### config.mk
export PLATFORM = sky130hd
export DESIGN_NAME = score_digit_driver
export DESIGN_NICKNAME = d
export VERILOG_FILES = /design/src/rtl/score_digit_driver.sv
export SDC_FILE = /design/constraint.sdc
export NUM_CORES = 1
export LEC_CHECK = 0
export BUFFER_PORTS_ARGS = -buffer_cell sky130_fd_sc_hd__buf_2
export CORE_ASPECT_RATIO = 1.4
export CORE_MARGIN = 2
export CORE_UTILIZATION = 35
export CTS_CLUSTER_DIAMETER = 50
export DETAILED_ROUTE_END_ITERATION = 8
export GPL_ROUTABILITY_DRIVEN = 0
export HOLD_SLACK_MARGIN = 0.12
export PLACE_DENSITY = 0.6
export SETUP_SLACK_MARGIN = 0.1
export SKIP_CTS_REPAIR_TIMING = 1
export SLEW_MARGIN = 20
export SYNTH_ARGS = -nofsm -noshare
export SYNTH_HDL_FRONTEND = slang
export SYNTH_SLANG_ARGS = --single-unit
### constraint.sdc
create_clock -name clock_25 -period 1.4 [get_ports clock_25]
set_input_delay 0.21 -clock clock_25 [delete_from_list [all_inputs] [get_ports clock_25]]
set_output_delay 0.21 -clock clock_25 [all_outputs]
set_load 0.01 [all_outputs]
### src/rtl/score_digit_driver.sv
// score_digit_driver
//   Score-side front end of the HUD digit renderer. A sequential
//   double-dabble engine turns the binary score into BCD. The raster
//   position from the VGA controller selects a glyph code and a pixel
//   index for the 10x10 digit ROM. A three-stage aligned pixel enable
//   goes back to the colour mux.
//
// Ports
//   clock_25         pixel clock
//   reset_n          asynchronous reset, active low
//   score            binary score, captured on an accepted score_load
//   score_load       one-cycle conversion request (ignored while busy)
//   busy             conversion in progress
//   digits_bcd       displayed BCD digits, MS nibble = leftmost digit
//   h_count/v_count  current raster column/row
//   selected_number  glyph code to the ROM (0-9, 10 = blank)
//   number_count     glyph pixel index to the ROM, row*10+col
//   number_pixel     ROM pixel bit
//   score_pixel_en   draw score colour for the raster sample 3 cycles back
module score_digit_driver #(
  parameter int SCORE_W = 10,
  parameter int DIGITS  = 3,
  parameter int X0      = 500,
  parameter int Y0      = 20,
  parameter int GAP     = 2
) (
  input  logic                  clock_25,
  input  logic                  reset_n,
  input  logic [SCORE_W-1:0]    score,
  input  logic                  score_load,
  output logic                  busy,
  output logic [4*DIGITS-1:0]   digits_bcd,
  input  logic [9:0]            h_count,
  input  logic [9:0]            v_count,
  output logic [3:0]            selected_number,
  output logic [7:0]            number_count,
  input  logic                  number_pixel,
  output logic                  score_pixel_en
);

  localparam int          PITCH = 10 + GAP;
  localparam int          BW    = 4 * DIGITS;
  localparam int          CW    = $clog2(SCORE_W + 1);
  localparam int unsigned MAXV  = 10**DIGITS - 1;

  typedef enum logic [1:0] {IDLE, SHIFT, DONE} state_t;

  state_t               state_q, state_d;
  logic [SCORE_W-1:0]   bin_q, bin_d;
  logic [BW-1:0]        bcd_q, bcd_d;
  logic [BW-1:0]        adj;
  logic [CW-1:0]        cnt_q, cnt_d;
  logic                 sat_q, sat_d;
  logic [BW-1:0]        digits_q, digits_d;
  logic                 arm_q;

  logic [3:0]           code_arr [DIGITS];
  logic [10:0]          hx, vy;
  logic                 in_glyph;
  logic [3:0]           col, code_c;
  logic [6:0]           idx_c;

  logic [3:0]           sel_q, sel_d;
  logic [6:0]           idx_p1_q, idx_p1_d;
  logic                 vld_p1_q, vld_p1_d;
  logic [7:0]           number_count_q, number_count_d;
  logic                 vld_p2_q, vld_p2_d;
  logic                 en_q, en_d;

  // Add 3 to every BCD nibble that is 5 or more (double-dabble correction).
  function automatic logic [BW-1:0] add3_all(input logic [BW-1:0] b);
    logic [BW-1:0] r;
    r = b;
    for (int i = 0; i < DIGITS; i++) begin
      if (b[4*i +: 4] >= 4'd5) r[4*i +: 4] = b[4*i +: 4] + 4'd3;
    end
    return r;
  endfunction

  // Values too large for the display clamp to all nines.
  function automatic logic [BW-1:0] sat_digits(input logic [BW-1:0] b, input logic sat);
    return sat ? {DIGITS{4'h9}} : b;
  endfunction

  // Conversion FSM
  always_comb begin
    state_d  = state_q;
    bin_d    = bin_q;
    bcd_d    = bcd_q;
    cnt_d    = cnt_q;
    sat_d    = sat_q;
    digits_d = digits_q;
    adj      = add3_all(bcd_q);
    case (state_q)
      IDLE: begin
        // arm_q keeps a load coinciding with the first edge after reset release from starting.
        if (score_load && arm_q) begin
          bin_d   = score;
          bcd_d   = '0;
          cnt_d   = '0;
          sat_d   = (32'(score) > MAXV);
          state_d = SHIFT;
        end
      end
      SHIFT: begin
        // Only DIGITS nibbles are kept: any value that would need more is saturated anyway.
        bcd_d = {adj[BW-2:0], bin_q[SCORE_W-1]};
        bin_d = bin_q << 1;
        cnt_d = cnt_q + 1'b1;
        if (cnt_q == CW'(SCORE_W - 1)) state_d = DONE;
      end
      DONE: begin
        digits_d = sat_digits(bcd_q, sat_q);
        state_d  = IDLE;
      end
      default: state_d = IDLE;
    endcase
  end

  always_ff @(posedge clock_25 or negedge reset_n) begin
    if (!reset_n) begin
      state_q  <= IDLE;
      bin_q    <= '0;
      bcd_q    <= '0;
      cnt_q    <= '0;
      sat_q    <= 1'b0;
      digits_q <= '0;
      arm_q    <= 1'b0;
    end else begin
      state_q  <= state_d;
      bin_q    <= bin_d;
      bcd_q    <= bcd_d;
      cnt_q    <= cnt_d;
      sat_q    <= sat_d;
      digits_q <= digits_d;
      arm_q    <= 1'b1;
    end
  end

  // Glyph codes with leading-zero blanking; the rightmost digit always shows.
  always_comb begin
    logic       lead;
    logic [3:0] nib;
    lead = 1'b0;
    nib  = 4'd0;
    for (int i = 0; i < DIGITS; i++) begin
      code_arr[i] = 4'd10;
      nib = digits_q[4*(DIGITS-1-i) +: 4];
      if (lead || nib != 4'd0 || i == DIGITS - 1) begin
        code_arr[i] = nib;
        lead        = 1'b1;
      end
    end
  end

  // Stage 0: raster position -> digit cell, glyph column and row
  always_comb begin
    hx       = {1'b0, h_count} - 11'(X0);
    vy       = {1'b0, v_count} - 11'(Y0);
    in_glyph = 1'b0;
    col      = 4'd0;
    code_c   = 4'd0;
    // A negative difference shows up as bit 10 set; each cell is matched by range compare.
    if (!hx[10] && !vy[10] && vy < 11'd10) begin
      for (int i = 0; i < DIGITS; i++) begin
        if (hx >= 11'(i*PITCH) && hx < 11'(i*PITCH + 10)) begin
          in_glyph = 1'b1;
          col      = 4'(hx - 11'(i*PITCH));
          code_c   = code_arr[i];
        end
      end
    end
    idx_c = 7'({vy[3:0], 3'b000}) + 7'({vy[3:0], 1'b0}) + 7'(col);
  end

  always_comb begin
    sel_d          = in_glyph ? code_c : 4'd0;
    idx_p1_d       = in_glyph ? idx_c  : 7'd0;
    vld_p1_d       = in_glyph;
    number_count_d = {1'b0, idx_p1_q};
    vld_p2_d       = vld_p1_q;
    en_d           = vld_p2_q & number_pixel;
  end

  always_ff @(posedge clock_25 or negedge reset_n) begin
    if (!reset_n) begin
      sel_q          <= 4'd0;
      idx_p1_q       <= 7'd0;
      vld_p1_q       <= 1'b0;
      number_count_q <= 8'd0;
      vld_p2_q       <= 1'b0;
      en_q           <= 1'b0;
    end else begin
      // Stage 1: code to ROM, index held until the ROM has latched the code
      sel_q          <= sel_d;
      idx_p1_q       <= idx_p1_d;
      vld_p1_q       <= vld_p1_d;
      // Stage 2: index presented alongside the latched glyph
      number_count_q <= number_count_d;
      vld_p2_q       <= vld_p2_d;
      // Stage 3: gated ROM pixel
      en_q           <= en_d;
    end
  end

  assign busy            = (state_q != IDLE);
  assign digits_bcd      = digits_q;
  assign selected_number = sel_q;
  assign number_count    = number_count_q;
  assign score_pixel_en  = en_q;

endmodule

==> results of run 1 <==
synth_stat cells, drive strengths merged (6+ instances only):
master | instances | area [um^2]
dfrtp | 63 | 1580
nand2 | 55 | 206
nor2 | 35 | 131
o21ai | 30 | 150
inv | 23 | 86.3
a21oi | 18 | 90.1
ha | 18 | 225
nand3 | 14 | 70.1
clkbuf | 11 | 41.3
nand2b | 10 | 62.6
a31oi | 9 | 56.3
o31ai | 8 | 60.1
xnor2 | 8 | 70.1
xor2 | 8 | 77.6
buf | 7 | 47.6
or3 | 6 | 37.5
power by group:
group | total [uW] | internal [uW] | switching (uW)
Sequential | 2850 | 2340 | 507
Combinational | 3650 | 1860 | 1790
Clock | 2200 | 1380 | 819
Total | 8700 | 5570 | 3120
cells in the final DEF, fill, tap and decap left out, types with 3 or more instances in the layout:
master / Yosys / layout
or3_1: 6 / 5
inv_2: 0 / 11
a32o_1: 5 / 5
nor2_1: 35 / 33
a21oi_1: 18 / 11
nand3_1: 14 / 13
clkbuf_16: 0 / 9
a21oi_4: 0 / 3
a21oi_2: 0 / 4
dfrtp_1: 63 / 61
o21ai_0: 27 / 19
nand2b_1: 10 / 6
dlygate4sd3_1: 0 / 3
o21ai_1: 3 / 9
a31oi_1: 9 / 8
nor2b_1: 3 / 3
xor2_1: 7 / 7
buf_12: 0 / 3
buf_2: 2 / 56
ha_1: 18 / 10
nand2_1: 55 / 53
nand2b_4: 0 / 4
inv_1: 23 / 10
ha_4: 0 / 6
buf_4: 1 / 60
xnor2_1: 8 / 8
nor4_1: 5 / 3
o31ai_1: 8 / 7
nor3_1: 5 / 4
final cells by class:
cell class / instances / area share (%)
clock buffers: 9 / 4.64
well taps: 110 / 2.84
multi-input cells: 265 / 38.6
clock inverters: 7 / 1.50
inverters: 23 / 1.93
repair buffers: 126 / 18.0
flip-flops and latches: 63 / 32.5
cell families after synthesis:
kind of cell | count (synthesis) | synth area share (%)
mux | 3 | 0.894
flops | 63 | 46.9
fa+ha+maj | 20 | 7.89
buf+inv | 41 | 5.21
xor+xnor | 16 | 4.39
other cells | 2 | 0.223
simple gates | 141 | 19.0
compound gates | 83 | 15.5
per-layer routing:
metal  vias up  track usage, %
met5         -               0
met4         0            5.66
li1       1503               -
met3        16            3.99
met2        64            28.7
met1      1465            18.6
worst max path at each step:
stage	to	start	slack [ns]	depth (start not counted)
6_report	idx_p1_q[6]	h_count[2]	-1.26	17
5_1_grt	idx_p1_q[6]	h_count[2]	-1.48	19
4_1_cts	idx_p1_q[6]	h_count[2]	-1.33	15
3_5_place_dp	idx_p1_q[5]	h_count[2]	-1.68	13
3_3_place_gp	idx_p1_q[6]	h_count[2]	-1.61	18
2_1_floorplan	idx_p1_q[6]	h_count[2]	-1.65	19
worst max-delay path: stages:
cell and delay, ns:
buf_8 0.11, buf_4 0.13, o2111ai_2 0.21, mux2i_1 0.26, a31oi_1 0.12, or3_4 0.36, o21bai_2 0.21, nor2_1 0.09
ha_1 0.20, ha_4 0.15, inv_2 0.04, fa_2 0.36, inv_2 0.06, a21o_1 0.11, a21oi_2 0.06, xnor2_1 0.15
nor2_1 0.06
sequential cells by signal, summed over array words and instances (netlist names), 2 cells and up:
name / flops
selected_number: 4
bcd_q: 12
bin_q: 10
cnt_q: 4
digits_bcd: 12
state_q: 2
number_count: 7
idx_p1_q: 7
through the flow:
stage	total power (uW)	util [%]	cells
6_report	8700	51.6	603
5_1_grt	9390	51.6	603
4_1_cts	8040	47.7	589
3_5_place_dp	5800	44.6	573
3_3_place_gp	5720	44.6	573
2_1_floorplan	4570	-	369
==> summary.md, run 1 <==
| Metric | Value |
|---|---|
| Status | `finished, violations left` |
| Failing checks | `negative setup slack` |
| Insertion delay to the later sink of the worst-skew pair | `0.33 ns` |
| Netlist Area Pre-Place | `about 0.0034 mm^2` |
| Hold path startpoint | `score[9]` |
| Number of enable flip-flop cells after synthesis | `0` |
| Type of the worst min-delay path | `input pin to flip-flop` |
| CP max FO | `4` |
| Endpoint kind of the worst setup timing path | `flip-flop` |
| End of the worst register-to-register path | `selected_number[3]` |
| Top_reg_cell synth | `dfrtp_1` |
| Vias in the first global route | `between 3,000 and 4,000` |
| Number of inserted diodes | `0` |
| Power density over cell area | `between 1500 and 2000 mW/mm^2` |
| Number of routed nets with antenna violations | `0` |
| Post-synthesis sequential area ratio | `46.9%` |
| YS warnings | `0` |
| Worst Setup Start Kind | `input pin` |
| I/O Buffers | `58` |
| Hold path endpoint | `bin_q[9]` |
| Launching point of the worst reg2reg path | `digits_bcd[11]` |
| Synthesized Nets | `about 420` |
| Number of failing hold endpoints at the final stage | `0` |
| Met3 wirelength from detailed routing | `298 um` |
| Endpoint required time on the critical path | `between 1.5 and 2 ns` |
| Smallest hold slack | `around 0.12 ns` |
| Synthesized area per cell | `between 9 and 10 um^2` |
| Count of cells along the worst register-to-register path | `5` |
| Floorplan row count | `42` |
| Core area | `~0.0094 mm^2` |
| Number of I/O pins | `60` |
| Cell count of the worst hold path | `3` |
| Final Slew Violations | `0` |
| #FFs+latches synth | `63` |
| Number of remaining DRC errors | `0` |
| Pre-CTS setup slack | `-1.68 ns` |
| Wire length of the first global-routing pass | `about 13 mm` |
| Die ar. | `about 0.010 mm^2` |
| Signal arrival time at the worst endpoint | `2.88 ns` |
| FFs w/ async S/R, synth | `between 90% and 100%` |
| CTS Root Cell | `clkbuf_16` |
| Layout Area Growth over Synthesis | `44.4%` |
| Fin Clk Skew | `about 0.007 ns` |
| Maximum count of clock buffers along a single path | `2` |
| Sequential cell area | `approximately 0.0016 mm^2` |
| Start-to-end type of the worst setup path | `input pin to flip-flop` |
| Unrepaired setup endpoints after global routing | `yes` |
| Pin count of the biggest net entering global routing | `64` |
| Tcrit/Tclk final | `190%` |
| Highest Signal Layer | `met4` |
| Fraction of layout cells with a size suffix above 1 | `roughly two fifths` |
| Antenna violations before repair | `0` |
| Post-synthesis instance total | `roughly 370` |
| Instance area after placement | `0.00419 mm^2` |
| Final WL | `8.21 mm` |
| Count of nets after finishing | `approximately 540` |
| Drt first pass iters | `4` |
| Count of cell types in the netlist | `43` |
| Final worst slack | `-1.26 ns` |
| CTS H-Tree Depth | `3` |
| Detailed-routed wire length on met2 | `around 4.4 mm` |
| Via-to-Cell Ratio | `approximately 5.1` |
| Final critical path time including I/O delays and setup | `between 2 and 3 ns` |
| TritonCTS clock tree | `done` |
| Peak ir drop on the vdd network | `0.000736 V` |
| Final setup vio count | `12` |
| Die W | `86.8 um` |
| Length of routed wiring on met1 | `~3.3 mm` |
| Routed WL per cell | `approximately 14 um` |
| Total of fill cells in the finished design | `878` |
| Global-route usage over all layers | `between 10% and 20%` |
| Half-perimeter wire length of the detailed placement result | `roughly 5.7 mm` |
| Post-route design area | `around 0.0049 mm^2` |
| Clock sink count | `63` |
| Multi-input gate area in the final layout | `roughly 0.0019 mm^2` |
| DRC marker count from the first detailed-route iteration | `about 120` |
| Setup slack of the most critical reg-to-reg path | `-0.25 ns` |
| Maxcap violations | `0` |
| Maximum operating frequency | `376 MHz` |
| Clock Pin Slew Worst Setup and Hold Paths | `0.06 ns` |
| Remaining global-route overflow | `0` |
| Total Negative Setup Slacks | `-7.40 ns` |
| Vias after detailed routing | `~3,000` |
| TritonCTS buffer count | `9` |
| Leak Pwr | `roughly 0.0023 uW` |
| Die height | `roughly 120 um` |
| Initial standard-cell utilization of the core | `a little over a third` |
Power figures use the tool's default switching activity.
==> run 2, diff against run 1 <==
--- a/config.mk
+++ b/config.mk
@@ -6,8 +6,8 @@
 export NUM_CORES = 1
 export LEC_CHECK = 0
 export BUFFER_PORTS_ARGS = -buffer_cell sky130_fd_sc_hd__buf_2
-export CORE_ASPECT_RATIO = 1.4
-export CORE_MARGIN = 2
+export CORE_ASPECT_RATIO = 1.1
+export CORE_MARGIN = 5
 export CORE_UTILIZATION = 35
 export CTS_CLUSTER_DIAMETER = 50
 export DETAILED_ROUTE_END_ITERATION = 8
==> summary.md, run 2 (synthesis gave the netlist of run 1 again) <==
| Metric | Value |
|---|---|
| TritonCTS clock tree | `done` |
| Die W | `103 um (+19%)` |
| Count of cells along the worst register-to-register path | `6 (+1)` |
| Global-route usage over all layers | `14.2% (-2.0 points)` |
| CP max FO | `7 (+3)` |
| Endpoint required time on the critical path | `1.63 ns (about the same)` |
| Slowest cell on the critical path | `fa_1` |
| Wire length of the first global-routing pass | `13.3 mm (-0.36%)` |
| Die ar. | `0.0117 mm^2 (+12%)` |
| Fin Clk Skew | `0.00790 ns (+0.000976 ns)` |
| Final Slew Violations | `0 (unchanged)` |
| Drt first pass iters | `4 (unchanged)` |
| Initial standard-cell utilization of the core | `35.9% (+0.21 points)` |
| TritonCTS buffer count | `9 (unchanged)` |
| Half-perimeter wire length of the detailed placement result | `6.08 mm (+7.4%)` |
| Number of inserted diodes | `0 (unchanged)` |
| Core area | `0.00935 mm^2 (-0.59%)` |
| Floorplan row count | `37 (-12%)` |
| Vias after detailed routing | `3,026 (-0.72%)` |
| Unrepaired setup endpoints after global routing | `yes` |
| Worst Setup Start Kind | `input pin` |
| Failing checks | `negative setup slack` |
| CTS Root Cell | `clkbuf_8` |
| Fraction of layout cells with a size suffix above 1 | `42.2% (+2.6 points)` |
| Final critical path time including I/O delays and setup | `2.69 ns (+0.0342 ns)` |
| Number of routed nets with antenna violations | `0 (unchanged)` |
| Final setup vio count | `12 (unchanged)` |
| Count of nets after finishing | `547 (+0.92%)` |
| Non-filler instance count after layout | `615 (+2.0%)` |
| Buffer and inverter count on the worst path | `2 (-2)` |
| Remaining global-route overflow | `0 (unchanged)` |
| Number of I/O pins | `60 (unchanged)` |
| Instance area after placement | `0.00418 mm^2 (-0.33%)` |
| Routed WL per cell | `13.9 um (+1.8%)` |
| Top delay family on crit path | `adder cells` |
| Via-to-Cell Ratio | `4.92 (-2.7%)` |
| Signal arrival time at the worst endpoint | `2.92 ns (+0.04 ns)` |
| Pin count of the biggest net entering global routing | `37 (-42%)` |
| Maxcap violations | `0 (unchanged)` |
| Leak Pwr | `0.00234 uW (+1.4%)` |
| Endpoint kind of the worst setup timing path | `flip-flop` |
| Slowest cell delay on critical path | `0.46 ns (+0.10 ns)` |
| Vias in the first global route | `2,966 (-1.7%)` |
| Clock sink count | `63 (unchanged)` |
| Power density over cell area | `1700 mW/mm^2 (-4.9%)` |
| Number of failing hold endpoints at the final stage | `0 (unchanged)` |
| Hold path startpoint | `score[2]` |
| CTS H-Tree Depth | `3 (unchanged)` |
| Antenna violations before repair | `0 (unchanged)` |
| End of the worst register-to-register path | `selected_number[1]` |
| Final worst slack | `-1.29 ns (-0.0342 ns)` |
| Total chip power | `8480 uW (-2.5%)` |
| Hold path endpoint | `bin_q[2]` |
| Series of cell instances along the critical path | `buf_12 -> inv_8 -> ha_4 -> xor2_4 -> and3_1 -> mux2i_1 -> a211oi_2 -> o21ai_1 -> a21oi_2 -> fa_1 -> ha_1 -> a21o_1 -> a21oi_2 -> xor2_1 -> nor2_1` |
| DRC marker count from the first detailed-route iteration | `62 (-47%)` |
| Final Core Density | `53.2% (+1.6 points)` |
| Smallest hold slack | `0.121 ns (+0.000176 ns)` |
| Die height | `113 um (-6.0%)` |
| Insertion delay to the later sink of the worst-skew pair | `0.34 ns (about the same)` |
| Type of the worst min-delay path | `input pin to flip-flop` |
| Layout Area Growth over Synthesis | `48.0%` |
| Maximum count of clock buffers along a single path | `2 (unchanged)` |
| Post-route design area | `0.00497 mm^2 (+2.5%)` |
| Tcrit/Tclk final | `192% (+2.4 points)` |
| Peak ir drop on the vdd network | `0.000798 V (+8.5%)` |
| Maximum operating frequency | `371 MHz (-1.3%)` |
| Count of placed standard cells including taps | `577 (+0.70%)` |
| I/O Buffers | `58 (unchanged)` |
| Start-to-end type of the worst setup path | `input pin to flip-flop` |
| Status | `finished, violations left` |
| Leading cell types in the layout, fill and taps excluded | `dfrtp_1 (60), buf_2 (54), nand2_1 (53), buf_4 (53), nor2_1 (32)` |
| Cell count of the worst hold path | `3 (unchanged)` |
| Number of remaining DRC errors | `0 (unchanged)` |
| Total of fill cells in the finished design | `835 (-4.9%)` |
| Setup slack of the most critical reg-to-reg path | `-0.26 ns (about the same)` |
| Final WL | `8.52 mm (+3.8%)` |
| Clock Pin Slew Worst Setup and Hold Paths | `0.08 ns (+0.02 ns)` |
| Dominant cell type by count on the critical path | `a21oi_2` |
| Most common cell after layout, fill and taps aside | `dfrtp_1` |
| Launching point of the worst reg2reg path | `digits_bcd[11]` |
==> run 2: cell types whose count changed in the layout (fill, tap and decap cells not counted), sizes merged <==
cell         delta
buf             +2
dlygate4sd3     +3
clkinv          -1
inv             +2
clkinvlp        -2
bufinv          +1
==> run 2: worst max path at each step <==
stage                     startpoint  cells after the start          end
after detailed placement  h_count[2]                     15  idx_p1_q[6]
after floorplan           h_count[2]                     19  idx_p1_q[6]
after global placement    h_count[2]                     18  idx_p1_q[6]
after global routing      h_count[2]                     15  idx_p1_q[5]
final                     h_count[2]                     15  idx_p1_q[5]
after CTS                 h_count[2]                     15  idx_p1_q[6]
==> run 2: layout make-up <==
class,instances,area [um^2],area share [%]
Inverter,23,96.3,1.94
Tap cell,117,146,2.94
Clock buffer,9,124,2.49
Clock inverter,7,104,2.09
Multi-Input combinational cell,265,1950,39.3
Timing Repair Buffer,131,970,19.5
Sequential cell,63,1580,31.8
==> run 2: worst reg2reg max path: stages, from the launching register on <==
cell and delay [ns]:
dfrtp_1 0.44, buf_4 0.16, nor3_1 0.19, nor2_1 0.06
o22a_1 0.23, or3_4 0.39, a21oi_2 0.13
==> run 2: metrics by stage <==
stage	setup slack, ns	TNS [ns]
3_3_place_gp	-1.61	-11.65
4_1_cts	-1.33	-7.79
3_5_place_dp	-1.69	-12.24
2_1_floorplan	-1.65	-10.73
6_report	-1.29	-6.92
5_1_grt	-1.45	-8.20
==> run 2: layer usage <==
| layer | track usage [%] | wire [um] | up-vias | part of all wire [%] |
|---|---|---|---|---|
| met3 | 3.64 | 471 | 11 | 5.5 |
| met2 | 24.3 | 4430 | 65 | 52 |
| met5 | 0 | 0 | - | 0 |
| met1 | 17.3 | 3520 | 1435 | 41 |
| met4 | 4.66 | 106 | 0 | 1.2 |
| li1 | - | - | 1515 | - |
==> run 2: report_power, final <==
group	internal (uW)	switching [uW]	leakage, uW	total [uW]
clock	1030	781	0.000115	1810
combinational	1970	1830	0.00142	3800
sequential	2340	532	0.000809	2870
==> run 3, diff against run 2 <==
--- a/config.mk
+++ b/config.mk
@@ -5,7 +5,7 @@
 export SDC_FILE = /design/constraint.sdc
 export NUM_CORES = 1
 export LEC_CHECK = 0
-export BUFFER_PORTS_ARGS = -buffer_cell sky130_fd_sc_hd__buf_2
+export BUFFER_PORTS_ARGS = -buffer_cell sky130_fd_sc_hd__buf_4
 export CORE_ASPECT_RATIO = 1.1
 export CORE_MARGIN = 5
 export CORE_UTILIZATION = 35
==> summary.md, run 3 (synthesis gave the netlist of run 1 again) <==
| Metric | Value |
|---|---|
| Peak ir drop on the vdd network | `0.000951 V (+19%)` |
| Drt first pass iters | `4 (unchanged)` |
| Failing checks | `negative setup slack` |
| Pin count of the biggest net entering global routing | `32 (-14%)` |
| Routed WL per cell | `14.0 um (+1.1%)` |
| Antenna violations before repair | `0 (unchanged)` |
| Total Negative Setup Slacks | `-6.73 ns (+0.197 ns)` |
| Leak Pwr | `0.00240 uW (+2.6%)` |
| Endpoint kind of the worst setup timing path | `flip-flop` |
| Final Slew Violations | `0 (unchanged)` |
| Type of the worst min-delay path | `input pin to flip-flop` |
| Count of cells along the worst register-to-register path | `5 (-1)` |
| TritonCTS clock tree | `done` |
| CTS Root Cell | `clkbuf_8` |
| Fraction of layout cells with a size suffix above 1 | `45.7% (+3.5 points)` |
| Number of inserted diodes | `0 (unchanged)` |
| Floorplan row count | `37 (unchanged)` |
| DRC marker count from the first detailed-route iteration | `86 (+39%)` |
| Layout Area Growth over Synthesis | `54.1%` |
| Via-to-Cell Ratio | `4.96 (+0.79%)` |
| Vias in the first global route | `2,959 (-0.24%)` |
| Die ar. | `0.0117 mm^2 (unchanged)` |
| Signal arrival time at the worst endpoint | `2.85 ns (-0.07 ns)` |
| Maxcap violations | `0 (unchanged)` |
| Start-to-end type of the worst setup path | `input pin to flip-flop` |
| Number of I/O pins | `60 (unchanged)` |
| Final setup vio count | `12 (unchanged)` |
| Tcrit/Tclk final | `186% (-6.0 points)` |
| Insertion delay to the later sink of the worst-skew pair | `0.34 ns (about the same)` |
| CTS H-Tree Depth | `3 (unchanged)` |
| Core area | `0.00935 mm^2 (unchanged)` |
| Number of remaining DRC errors | `0 (unchanged)` |
| Clock sink count | `63 (unchanged)` |
| Cell count of the worst hold path | `3 (unchanged)` |
| CP max FO | `7 (unchanged)` |
| Fin Clk Skew | `0.00754 ns (-0.000358 ns)` |
| Count of nets after finishing | `546 (-0.18%)` |
| Number of failing hold endpoints at the final stage | `0 (unchanged)` |
| Pre-CTS setup slack | `-1.62 ns (+0.0647 ns)` |
| Vias after detailed routing | `3,045 (+0.63%)` |
| Power density over cell area | `1630 mW/mm^2 (-4.4%)` |
| Global-route usage over all layers | `13.9% (-0.30 points)` |
| Final worst slack | `-1.21 ns (+0.0843 ns)` |
| Wire length of the first global-routing pass | `13.2 mm (-1.1%)` |
| I/O Buffers | `58 (unchanged)` |
| Die W | `103 um (unchanged)` |
| Worst Setup Start Kind | `input pin` |
| Half-perimeter wire length of the detailed placement result | `5.92 mm (-2.7%)` |
| Leading cell types in the layout, fill and taps excluded | `buf_4 (109), dfrtp_1 (61), nand2_1 (45)` |
| Smallest hold slack | `0.104 ns (-0.0163 ns)` |
| Remaining global-route overflow | `0 (unchanged)` |
| Most common cell after layout, fill and taps aside | `buf_4` |
| Die height | `113 um (unchanged)` |
| Unrepaired setup endpoints after global routing | `yes` |
| TritonCTS buffer count | `9 (unchanged)` |
| Endpoint required time on the critical path | `1.64 ns (about the same)` |
| Clock Pin Slew Worst Setup and Hold Paths | `0.08 ns (about the same)` |
| Total of fill cells in the finished design | `820 (-1.8%)` |
| Maximum count of clock buffers along a single path | `2 (unchanged)` |
| Initial standard-cell utilization of the core | `35.9% (unchanged)` |
| Status | `finished, violations left` |
| Final critical path time including I/O delays and setup | `2.61 ns (-0.0843 ns)` |
| Number of routed nets with antenna violations | `0 (unchanged)` |
| Final WL | `8.60 mm (+0.92%)` |
| Total chip power | `8440 uW (-0.50%)` |
| Maximum operating frequency | `383 MHz (+3.2%)` |
==> run 3: changes by cell type in the layout (fill, tap and decap cells not counted), sizes merged, moves of 2 or more <==
cell	change
bufinv	-2
clkinv	+2
clkinvlp	+3
dlygate4sd3	-3
inv	-3
==> run 3: area by class of cell <==
class	count	area, um^2	area share, %
flip-flops and latches	63	1580	30.5
multi-input cells	265	2080	40.2
clock inverters	7	50.0	0.967
repair buffers	130	1100	21.3
well taps	117	146	2.83
inverters	23	93.8	1.81
clock buffers	9	124	2.39
==> run 3: worst paths after layout <==
kind | start | endpoint | slack [ns]
setup / recovery | h_count[2] | idx_p1_q[6] | -1.21
hold / removal | score[9] | bin_q[9] | 0.10
setup reg to reg | digits_bcd[11] | selected_number[3] | -0.19
hold reg to reg | idx_p1_q[0] | number_count[0] | 0.35
max in group asynchronous | reset_n | state_q[0] | 0.58
min in group asynchronous | reset_n | digits_bcd[2] | 0.34
==> run 3: stage by stage <==
stage / cells / utilization, % / cell area (um^2)
final: 614 / 55.4 / 5180
after global routing: 614 / 55.4 / 5180
after CTS: 600 / 48.5 / 4540
after detailed placement: 584 / 46.7 / 4360
after global placement: 584 / 46.7 / 4360
after floorplan: 369 / - / 3440
==> run 3: metal layers <==
metal	global-route usage, %	vias to the layer above	share of wire [%]
li1	-	1518	-
met1	16.8	1455	41
met2	24.0	65	52
met3	3.58	7	6.2
met4	4.23	0	0.84
met5	0	-	0
==> run 3: power by group <==
| group | internal, uW | total (uW) | switching (uW) |
|---|---|---|---|
| combinational | 2170 | 4170 | 2000 |
| clock | 640 | 1410 | 772 |
| sequential | 2330 | 2850 | 520 |
==> run 3: worst max-delay path, cell delays in order <==
cell      delay [ns]
buf_12          0.09
inv_6           0.03
ha_4            0.18
xor2_4          0.16
and3_1          0.14
mux2i_1         0.17
a211oi_2        0.09
or4_1           0.43
a21oi_2         0.14
ha_1            0.27
ha_4            0.18
inv_2           0.05
fa_2            0.20
inv_1           0.04
a21o_1          0.16
a21oi_2         0.13
xnor2_1         0.12
nor2_1          0.05
